===== src/rtl/mac_ctrl_pkg.sv =====
// Shared types and constants for the MAC array sequencing controller.
package mac_ctrl_pkg;

   localparam int KSIZE_MAX = 5;
   localparam int OP_W      = 2;
   localparam int KSIZE_W   = 5;

   typedef logic [OP_W-1:0]    op_t;
   typedef logic [KSIZE_W-1:0] ksize_t;

   typedef enum logic [2:0] {
      IDLE,
      LOAD_W,
      STREAM,
      DRAIN,
      DONE
   } state_t;

endpackage


===== src/rtl/mac_ctrl_if.sv =====
// Command, weight and ifmap handshakes between the preload/AXI-stream front end and the controller.
interface mac_ctrl_if #(
   parameter int MAC_NUM = 256,
   parameter int CNT_W   = 16
);
   import mac_ctrl_pkg::*;

   logic                         cmd_valid;
   logic                         cmd_ready;
   op_t                          cmd_op;
   ksize_t                       cmd_ksize;
   logic [CNT_W-1:0]             cmd_cols;
   logic [$clog2(MAC_NUM+1)-1:0] cmd_mac_cnt;
   logic                         cmd_err;
   logic                         w_valid;
   logic                         w_ack;
   logic                         if_valid;
   logic                         if_ready;

   modport master (
      output cmd_valid, cmd_op, cmd_ksize, cmd_cols, cmd_mac_cnt, w_valid, if_valid,
      input  cmd_ready, cmd_err, w_ack, if_ready
   );

   modport slave (
      input  cmd_valid, cmd_op, cmd_ksize, cmd_cols, cmd_mac_cnt, w_valid, if_valid,
      output cmd_ready, cmd_err, w_ack, if_ready
   );

endinterface


===== src/rtl/mac_ctrl_delay.sv =====
// Single-bit delay line tracking psums in flight through the MAC array pipeline.
module mac_ctrl_delay #(
   parameter int DEPTH = 1
) (
   input  logic clk,
   input  logic rst_n,
   input  logic inject,
   output logic pulse,
   output logic empty
);

   logic [DEPTH-1:0] line_q;

   always_ff @(posedge clk or negedge rst_n) begin
      // NOTE: the line is cleared on reset so no psum flag survives an aborted command.
      if (!rst_n) begin
         line_q <= '0;
      end else begin
         // NOTE: state updates use <= so each stage samples its neighbour's pre-edge value.
         line_q <= (line_q >> 1) | (DEPTH'(inject) << (DEPTH - 1));
      end
   end

   assign pulse = line_q[0];
   // Nothing queued behind the flag emitted this cycle: the line is clear after this edge.
   assign empty = ((line_q >> 1) == '0);

endmodule


===== src/rtl/mac_array_ctrl.sv =====
// Sequences one convolution command: weight load, ifmap streaming and psum-valid flagging.
module mac_array_ctrl
   import mac_ctrl_pkg::*;
#(
   parameter int MAC_NUM = 256,
   parameter int ALU_LAT = 1,
   parameter int CNT_W   = 16
) (
   input  logic               clk,
   input  logic               rst_n,
   mac_ctrl_if.slave          bus,
   output logic [MAC_NUM-1:0] enable,
   output op_t                operation,
   output ksize_t             kernel_size,
   output logic               load_weight,
   output logic               load_ifmaps,
   output logic               psum_valid,
   output logic               busy,
   output logic               done
);

   localparam int MC_W = $clog2(MAC_NUM + 1);

   state_t           state_q, state_d;
   logic [CNT_W-1:0] cols_q, col_q;
   logic [MC_W-1:0]  mac_cnt_q;
   logic             cmd_err_q;
   logic             cmd_legal, accept, reject;
   logic             beat, last_beat, inject, line_empty;

   assign cmd_legal = (bus.cmd_ksize != '0) && (bus.cmd_ksize <= KSIZE_W'(KSIZE_MAX))
                   && (bus.cmd_cols >= CNT_W'(bus.cmd_ksize))
                   && (bus.cmd_mac_cnt != '0) && (bus.cmd_mac_cnt <= MC_W'(MAC_NUM));

   assign accept    = (state_q == IDLE) && bus.cmd_valid && cmd_legal;
   assign reject    = (state_q == IDLE) && bus.cmd_valid && !cmd_legal;
   assign beat      = (state_q == STREAM) && bus.if_valid;
   assign last_beat = beat && (col_q == cols_q - CNT_W'(1));
   // A beat completes a kernel window once ksize columns have been shifted in.
   assign inject    = beat && (col_q >= CNT_W'(kernel_size) - CNT_W'(1));

   always_comb begin
      // NOTE: every signal gets a default first so no path through the case infers a latch.
      state_d       = state_q;
      bus.cmd_ready = 1'b0;
      bus.w_ack     = 1'b0;
      bus.if_ready  = 1'b0;
      load_weight   = 1'b0;
      load_ifmaps   = 1'b0;
      done          = 1'b0;
      busy          = (state_q != IDLE);
      case (state_q)
         IDLE: begin
            bus.cmd_ready = 1'b1;
            if (accept) state_d = LOAD_W;
         end
         LOAD_W: begin
            load_weight = bus.w_valid;
            bus.w_ack   = bus.w_valid;
            if (bus.w_valid) state_d = STREAM;
         end
         STREAM: begin
            bus.if_ready = 1'b1;
            load_ifmaps  = bus.if_valid;
            if (last_beat) state_d = DRAIN;
         end
         DRAIN: begin
            if (line_empty) state_d = DONE;
         end
         DONE: begin
            done    = 1'b1;
            state_d = IDLE;
         end
         default: state_d = IDLE;
      endcase
   end

   always_comb begin
      enable = '0;
      if (state_q != IDLE) begin
         for (int i = 0; i < MAC_NUM; i++) begin
            enable[i] = (i < int'(mac_cnt_q));
         end
      end
   end

   always_ff @(posedge clk or negedge rst_n) begin
      if (!rst_n) begin
         state_q     <= IDLE;
         cmd_err_q   <= 1'b0;
         operation   <= '0;
         kernel_size <= '0;
         cols_q      <= '0;
         mac_cnt_q   <= '0;
         col_q       <= '0;
      end else begin
         state_q   <= state_d;
         cmd_err_q <= reject;
         if (accept) begin
            operation   <= bus.cmd_op;
            kernel_size <= bus.cmd_ksize;
            cols_q      <= bus.cmd_cols;
            mac_cnt_q   <= bus.cmd_mac_cnt;
            col_q       <= '0;
         end else if (beat) begin
            col_q <= col_q + CNT_W'(1);
         end
      end
   end

   assign bus.cmd_err = cmd_err_q;

   mac_ctrl_delay #(.DEPTH(ALU_LAT)) u_delay (
      .clk    (clk),
      .rst_n  (rst_n),
      .inject (inject),
      .pulse  (psum_valid),
      .empty  (line_empty)
   );

endmodule

===== src/flat_wrapper.sv =====
// flat-port wrapper written by rule: the top's interface ports become plain ports
module mac_array_ctrl_flat import mac_ctrl_pkg::*;
#(
   parameter int MAC_NUM = 256,
   parameter int ALU_LAT = 1,
   parameter int CNT_W   = 16
)
  (clk, rst_n, enable, operation, kernel_size, load_weight, load_ifmaps, psum_valid, busy, done, bus_cmd_valid, bus_cmd_op, bus_cmd_ksize, bus_cmd_cols, bus_cmd_mac_cnt, bus_w_valid, bus_if_valid, bus_cmd_ready, bus_cmd_err, bus_w_ack, bus_if_ready);
  mac_ctrl_if #(.MAC_NUM(MAC_NUM), .CNT_W(CNT_W)) bus_i ();
  input  logic clk;
  input  logic rst_n;
  output logic [MAC_NUM-1:0] enable;
  output op_t operation;
  output ksize_t kernel_size;
  output logic load_weight;
  output logic load_ifmaps;
  output logic psum_valid;
  output logic busy;
  output logic done;
  input wire logic [$bits(bus_i.cmd_valid)-1:0] bus_cmd_valid;
  input wire logic [$bits(bus_i.cmd_op)-1:0] bus_cmd_op;
  input wire logic [$bits(bus_i.cmd_ksize)-1:0] bus_cmd_ksize;
  input wire logic [$bits(bus_i.cmd_cols)-1:0] bus_cmd_cols;
  input wire logic [$bits(bus_i.cmd_mac_cnt)-1:0] bus_cmd_mac_cnt;
  input wire logic [$bits(bus_i.w_valid)-1:0] bus_w_valid;
  input wire logic [$bits(bus_i.if_valid)-1:0] bus_if_valid;
  output wire logic [$bits(bus_i.cmd_ready)-1:0] bus_cmd_ready;
  output wire logic [$bits(bus_i.cmd_err)-1:0] bus_cmd_err;
  output wire logic [$bits(bus_i.w_ack)-1:0] bus_w_ack;
  output wire logic [$bits(bus_i.if_ready)-1:0] bus_if_ready;
  assign bus_i.cmd_valid = bus_cmd_valid;
  assign bus_i.cmd_op = bus_cmd_op;
  assign bus_i.cmd_ksize = bus_cmd_ksize;
  assign bus_i.cmd_cols = bus_cmd_cols;
  assign bus_i.cmd_mac_cnt = bus_cmd_mac_cnt;
  assign bus_i.w_valid = bus_w_valid;
  assign bus_i.if_valid = bus_if_valid;
  assign bus_cmd_ready = bus_i.cmd_ready;
  assign bus_cmd_err = bus_i.cmd_err;
  assign bus_w_ack = bus_i.w_ack;
  assign bus_if_ready = bus_i.if_ready;
  mac_array_ctrl #(.MAC_NUM(MAC_NUM), .ALU_LAT(ALU_LAT), .CNT_W(CNT_W)) u_core (.clk(clk), .rst_n(rst_n), .bus(bus_i), .enable(enable), .operation(operation), .kernel_size(kernel_size), .load_weight(load_weight), .load_ifmaps(load_ifmaps), .psum_valid(psum_valid), .busy(busy), .done(done));
endmodule

===== config.mk =====
export PLATFORM = sky130hd
export DESIGN_NAME = mac_array_ctrl_flat
export DESIGN_NICKNAME = d
export VERILOG_FILES = /design/src/rtl/mac_ctrl_pkg.sv /design/src/rtl/mac_ctrl_if.sv /design/src/rtl/mac_ctrl_delay.sv /design/src/rtl/mac_array_ctrl.sv /design/src/flat_wrapper.sv
export SDC_FILE = /design/constraint.sdc
export NUM_CORES = 1
export LEC_CHECK = 0
export ABC_AREA = 1
export BUFFER_PORTS_ARGS = -buffer_cell sky130_fd_sc_hd__buf_2
export CAP_MARGIN = 20
export CORE_AREA = 2 2 121 123
export CTS_BUF_LIST = sky130_fd_sc_hd__clkbuf_8
export CTS_CLUSTER_DIAMETER = 120
export DETAILED_ROUTE_END_ITERATION = 12
export DIE_AREA = 0 0 123 125
export PLACE_DENSITY = 0.76
export SETUP_SLACK_MARGIN = 0.15
export SYNTH_ARGS = -nofsm -noshare
export SYNTH_HDL_FRONTEND = slang
export SYNTH_SLANG_ARGS = --single-unit
export TNS_END_PERCENT = 5

===== constraint.sdc =====
create_clock -name clk -period 6 [get_ports clk]
set_input_delay 0.3 -clock clk [delete_from_list [all_inputs] [get_ports clk]]
set_output_delay 0.3 -clock clk [all_outputs]
set_load 0.1 [all_outputs]

==> results of run 1 <==
## per-stage QoR
step / instance area, sq um / cells
5_1_grt: 7820 / 1430
4_1_cts: 7810 / 1429
6_report: 7820 / 1430
3_5_place_dp: 7680 / 1421
3_3_place_gp: 7670 / 1420
2_1_floorplan: 6060 / 958
## worst max-delay path, stage by stage, from the launching register on
cell	delay [ns]
dfrtp_1	0.62
nand2_1	0.28
nor2_2	0.78
inv_2	0.12
nor2_2	0.41
inv_1	0.34
o21a_1	0.27
buf_2	0.30
## how the worst max path moves through the flow
| stage | end | slack [ns] | depth (start not counted) |
|---|---|---|---|
| after CTS | enable[100] | 2.54 | 7 |
| after detailed placement | enable[100] | 2.89 | 7 |
| after global routing | enable[100] | 2.26 | 7 |
| after global placement | enable[106] | 2.86 | 7 |
| after floorplan | enable[204] | 0.65 | 8 |
| final | enable[100] | 2.25 | 7 |
## final cells by class
class / count / area [sq um]
fillers: 1467 / 6390
flip-flops and latches: 53 / 1330
well taps: 184 / 230
inverters: 164 / 617
clock inverters: 3 / 65.1
diodes: 1 / 2.50
repair buffers: 312 / 1580
multi-input cells: 708 / 3930
clock buffers: 5 / 68.8
## metal layers
layer	vias up	share of wire [%]	track usage, %
li1	3684	-	-
met1	3718	42	52.0
met2	600	41	52.2
met3	75	14	12.0
met4	0	3.3	9.96
met5	-	0	0
## placed cells by master (no fill, tap or decap), types with 5 or more instances in the layout
cell type and instances:
dfrtp_1 53, nand2_1 178, nand4_1 5, clkbuf_8 5
a21boi_0 13, nor2_4 10, buf_2 308, inv_1 135
o21ai_0 43, o21a_1 70, o21ai_1 8, inv_2 28
nor3_1 11, xnor2_1 8, nor2_2 11, a21boi_1 10
a21oi_2 12, nor2_1 104, ha_1 24, nand3_1 39
a21oi_1 117, xor2_1 10
## kinds of logic after synthesis
group | after synthesis | share of synthesized area (%)
buffers and inverters | 197 | 13.2
adders and majority gates | 24 | 4.96
AOI/OAI and AO/OA | 290 | 29.4
and+or+nand+nor | 376 | 27.9
xor gates and xnor gates | 18 | 2.60
DFF | 53 | 21.9
## sequential cells by signal, indices dropped and copies added, names as in the netlist
name / flops
u_core.mac_cnt_q: 9
u_core.state_q: 3
u_core.col_q: 16
u_core.operation: 2
u_core.bus.cmd_err: 1
u_core.u_delay.pulse: 1
u_core.kernel_size: 5
u_core.cols_q: 16
==> flow_metrics.env, run 1 <==
export IMPL_status="completed"
export IMPL_cts_hold_buf=0
export IMPL_place_ws_ns=2.89
export IMPL_netlist_instances=958
export IMPL_tns_ns=0
export IMPL_dieWidth_um=123
export IMPL_htree_levels=2
export IMPL_synth_cell_types=48
export IMPL_grtUsageTotal_pct=36.3
export IMPL_slew_headroom_pct=37.5
export IMPL_cts_buffer_depth=2
export IMPL_dieArea_sq_um=15400
export IMPL_setup_ws_ns=2.25
export IMPL_post_cts_resized=0
export IMPL_hold_viol_final=0
export IMPL_async_flop_share_pct=100
export IMPL_io_pins=309
export IMPL_cts_setup_buffers=0
export IMPL_hold_path_class="in2async"
export IMPL_synth_avg_cell_area_sq_um=6.32
export IMPL_start_kind="flop"
export IMPL_drtPass1Iterations=5
export IMPL_drcViolationCount=0
export IMPL_drv_cap=0
export IMPL_syn_area_sq_um=6050
export IMPL_row_count=44
export IMPL_worstSetupStartpoint="u_core.mac_cnt_q[5]"
export IMPL_cts_num_sinks=53
export IMPL_timing_hold_ws_ns=0.0920
export IMPL_tightest_slew_ns=0.934
export IMPL_skew_ns=0.0137
export IMPL_core_area_sq_um=14200
export IMPL_required_ns=5.70
export IMPL_synth_common_cells="nand2_1, inv_1, a21oi_1"
export IMPL_slew_viol_final=0
export IMPL_drt_iter0_drc=1003
export IMPL_rr_startpoint="u_core.state_q[2]"
export IMPL_yosysMostFrequentCell="nand2_1"
export IMPL_yosysWarningCount=0
export IMPL_grt_pass1_wl_mm=43.0
export IMPL_root_buffer="clkbuf_8"
export IMPL_rr_endpoint="u_core.mac_cnt_q[2]"
export IMPL_place_congestion=0.998
export IMPL_clock_latency_ns=0.32
export IMPL_yosys_area_top_type_share_pct=21.9
export IMPL_grt_max_degree=54
export IMPL_gr_total_overflow=0
export IMPL_place_hpwl_mm=23.6
export IMPL_routed_wl_mm=29.2
export IMPL_worstSetupPathType="reg2out"
export IMPL_grt_pass1_vias=7306
export IMPL_cts_tree="done"
export IMPL_final_antenna_net_count=0
export IMPL_synth_seq_cells=53
export IMPL_finalCritPeriodShare_pct=62.5
export IMPL_fin_crit_ns=3.75
export IMPL_fin_nets=1305
export IMPL_yosys_most_used_dff="dfrtp_1"
export IMPL_wire_per_inst_um=20.4
export IMPL_crit_fanout=15
export IMPL_synth_seq_area_share_pct=21.9
export IMPL_synth_edf_count=0
export IMPL_setup_violations=0
export IMPL_syn_num_nets=1019
export IMPL_antenna_found_initial=1
export IMPL_critical_path_arrival_ns=3.45
export IMPL_max_freq_mhz=267
export IMPL_clkTransAtPathRegs_ns=0.11
export IMPL_start_util_pct=42.6
export IMPL_die_height_um=125
export IMPL_rsz0062_at_grt="no"
export IMPL_final_util_pct=55.0
export IMPL_critPathCaptureType="output port"
export IMPL_cts_buffers=5
export IMPL_synth_area_leaders="dfrtp_1, nand2_1, a21oi_1"
export IMPL_synth_top_cell_by_area="dfrtp_1"
export IMPL_num_vias=8077
export IMPL_post_route_cells_drive_above_1_share_pct=31.8
export IMPL_areaGrowthSynthToFinish_pct=29.1
export IMPL_via_per_inst=5.65
export IMPL_ff2ff_path_depth=9
export IMPL_port_buffers=308
export IMPL_r2r_slack_ns=3.07
Power of run 1 is left out: the tool's default activity adds up to more than one toggle a clock period on the data nets, which glitch-free logic cannot reach.
==> inputs of run 2 (changes only) <==
CORE_AREA = default   (was 2 2 121 123)
CORE_MARGIN = 1   (was default)
CORE_UTILIZATION = 43   (was default)
DIE_AREA = default   (was 0 0 123 125)
PLACE_DENSITY = 0.79   (was 0.76)
clock period = 3.15 ns   (was 6 ns; I/O delays follow)
==> run 2 against run 1 <==
Effect of this change:
- register-to-register slack worse by 2.3 ns
- global-route usage rose by 3.3 points
- first-iteration DRC count rose by 5.7%
- via count is 2.0% higher
- critical path depth up 1
- final cell count is 0.49% higher
- sequential share of layout area down 0.64 points
- wire length grew 1.4%
- largest cell class unchanged
- worst hold slack lost 0.057 ns
- highest routed layer unchanged
- final area increased by 3.9%
==> flow_metrics.env, run 2 (synthesized netlist as in run 1, its figures left out) <==
export IMPL_timing_hold_ws_ns=0.0348
export IMPL_gr_total_overflow=0
export IMPL_wire_per_inst_um=20.6
export IMPL_tightest_slew_ns=0.953
export IMPL_slowest_delay_ns=0.52
export IMPL_cp_num_buf_inv=3
export IMPL_grt_pass1_wl_mm=43.8
export IMPL_drcViolationCount=0
export IMPL_critical_path_arrival_ns=2.76
export IMPL_io_pins=309
export IMPL_rsz0062_at_grt="yes"
export IMPL_grt_pass1_vias=7518
export IMPL_via_per_inst=5.73
export IMPL_final_antenna_net_count=0
export IMPL_grt_max_degree=50
export IMPL_holdPathStages=3
export IMPL_setup_violations=0
export IMPL_cts_setup_buffers=0
export IMPL_antenna_found_initial=1
export IMPL_drt_iter0_drc=1060
export IMPL_ff2ff_path_depth=12
export IMPL_multi_input_area_sq_um=4150
export IMPL_fin_nets=1320
export IMPL_final_area_sq_um=8120
export IMPL_rr_endpoint="u_core.u_delay.pulse"
export IMPL_htree_levels=2
export IMPL_slew_headroom_pct=36.5
export IMPL_start_kind="flop"
export IMPL_num_vias=8240
export IMPL_rr_startpoint="u_core.kernel_size[2]"
export IMPL_skew_ns=0.00881
export IMPL_cts_buffers=5
export IMPL_hold_path_class="in2reg"
export IMPL_post_route_cells_drive_above_1_share_pct=35.9
export IMPL_min_to="u_core.operation[1]"
export IMPL_hold_viol_final=0
export IMPL_grtUsageTotal_pct=39.6
export IMPL_place_ws_ns=0.499
export IMPL_die_height_um=121
export IMPL_dieWidth_um=121
export IMPL_drv_cap=0
export IMPL_critPathCaptureType="output port"
export IMPL_finalCritPeriodShare_pct=92.7
export IMPL_routed_wl_mm=29.6
export IMPL_r2r_slack_ns=0.75
export IMPL_row_count=42
export IMPL_cts_tree="done"
export IMPL_path_delay_family="buffers and inverters"
export IMPL_slew_viol_final=0
export IMPL_cts_num_sinks=53
export IMPL_clkTransAtPathRegs_ns=0.09
export IMPL_start_util_pct=44.8
export IMPL_clock_latency_ns=0.32
export IMPL_dieArea_sq_um=14600
export IMPL_crit_fanout=11
export IMPL_required_ns=2.99
export IMPL_n_fill_cell=1345
export IMPL_final_util_pct=60.1
export IMPL_setup_ws_ns=0.231
export IMPL_areaGrowthSynthToFinish_pct=34.2
export IMPL_crit_chain="clkinvlp_4, nor2_1, inv_2, nor2_2, a21oi_1, a21oi_2, o21a_1, buf_2"
export IMPL_register_area_sq_um=1330
export IMPL_worstHoldStart="bus_cmd_op[1]"
export IMPL_fin_crit_ns=2.92
export IMPL_port_buffers=308
export IMPL_place_hpwl_mm=24.1
export IMPL_worstSetupPathType="reg2out"
export IMPL_status="completed"
export IMPL_placed_cell_area_sq_um=7980
export IMPL_place_congestion=1.05
export IMPL_core_area_sq_um=13500
export IMPL_max_freq_mhz=343
export IMPL_final_common_cell="buf_2"
export IMPL_root_buffer="clkbuf_8"
export IMPL_slowest_stage="dfrtp_1"
export IMPL_drtPass1Iterations=7
export IMPL_layout_common_cells="buf_2, nand2_1, inv_1"
export IMPL_cts_buffer_depth=2
export IMPL_top_regs="u_core.col_q x16, u_core.cols_q x16, u_core.mac_cnt_q x9"
[run 2: area by class of cell]
type | count | area share, %
inverters | 164 | 7.64
flip-flops and latches | 53 | 16.3
clock buffers | 6 | 1.02
diodes | 1 | 0.0308
repair buffers | 327 | 20.8
clock inverters | 2 | 0.416
well taps | 176 | 2.71
multi-input cells | 708 | 51.1
[run 2: worst min-delay path, delay by kind of cell]
| family | cells | cell delay [ns] |
|---|---|---|
| buffers and inverters | 1 | 0.07 |
| AND/OR/NAND/NOR | 2 | 0.08 |
[run 2: worst max path at each step]
stage                                    from     endpoint  slack, ns  cells past startpoint
after detailed placement  u_core.mac_cnt_q[4]   enable[80]       0.50                      9
after global routing      u_core.mac_cnt_q[4]   enable[80]       0.09                      9
after CTS                 u_core.mac_cnt_q[4]   enable[80]       0.32                      9
after floorplan             u_core.state_q[2]  enable[100]      -0.75                      9
after global placement    u_core.mac_cnt_q[4]  enable[146]       0.57                      9
final                     u_core.mac_cnt_q[4]  enable[182]       0.23                      8
[run 2: stage by stage]
stage,TNS (ns),cells
detailed placement,0,1427
floorplan,-47.48,958
global placement,0,1427
finish,0,1437
CTS,0,1436
global route,0,1436
[run 2: repair_timing]
item	4_1_cts	5_1_grt
endpoints found under the setup margin	1	11
endpoints found under the hold margin	31	0
hold buffers	1	0
gates resized for setup	1	3
pin swaps	0	0
[run 2: routing by layer]
| metal | track usage, % | wire (um) | vias up |
|---|---|---|---|
| met5 | 0 | 0 | - |
| met4 | 8.95 | 711 | 0 |
| met3 | 13.7 | 4250 | 66 |
| met2 | 59.1 | 12400 | 645 |
| met1 | 54.7 | 12200 | 3819 |
| li1 | - | - | 3710 |
Power of run 2 is left out for the same reason.
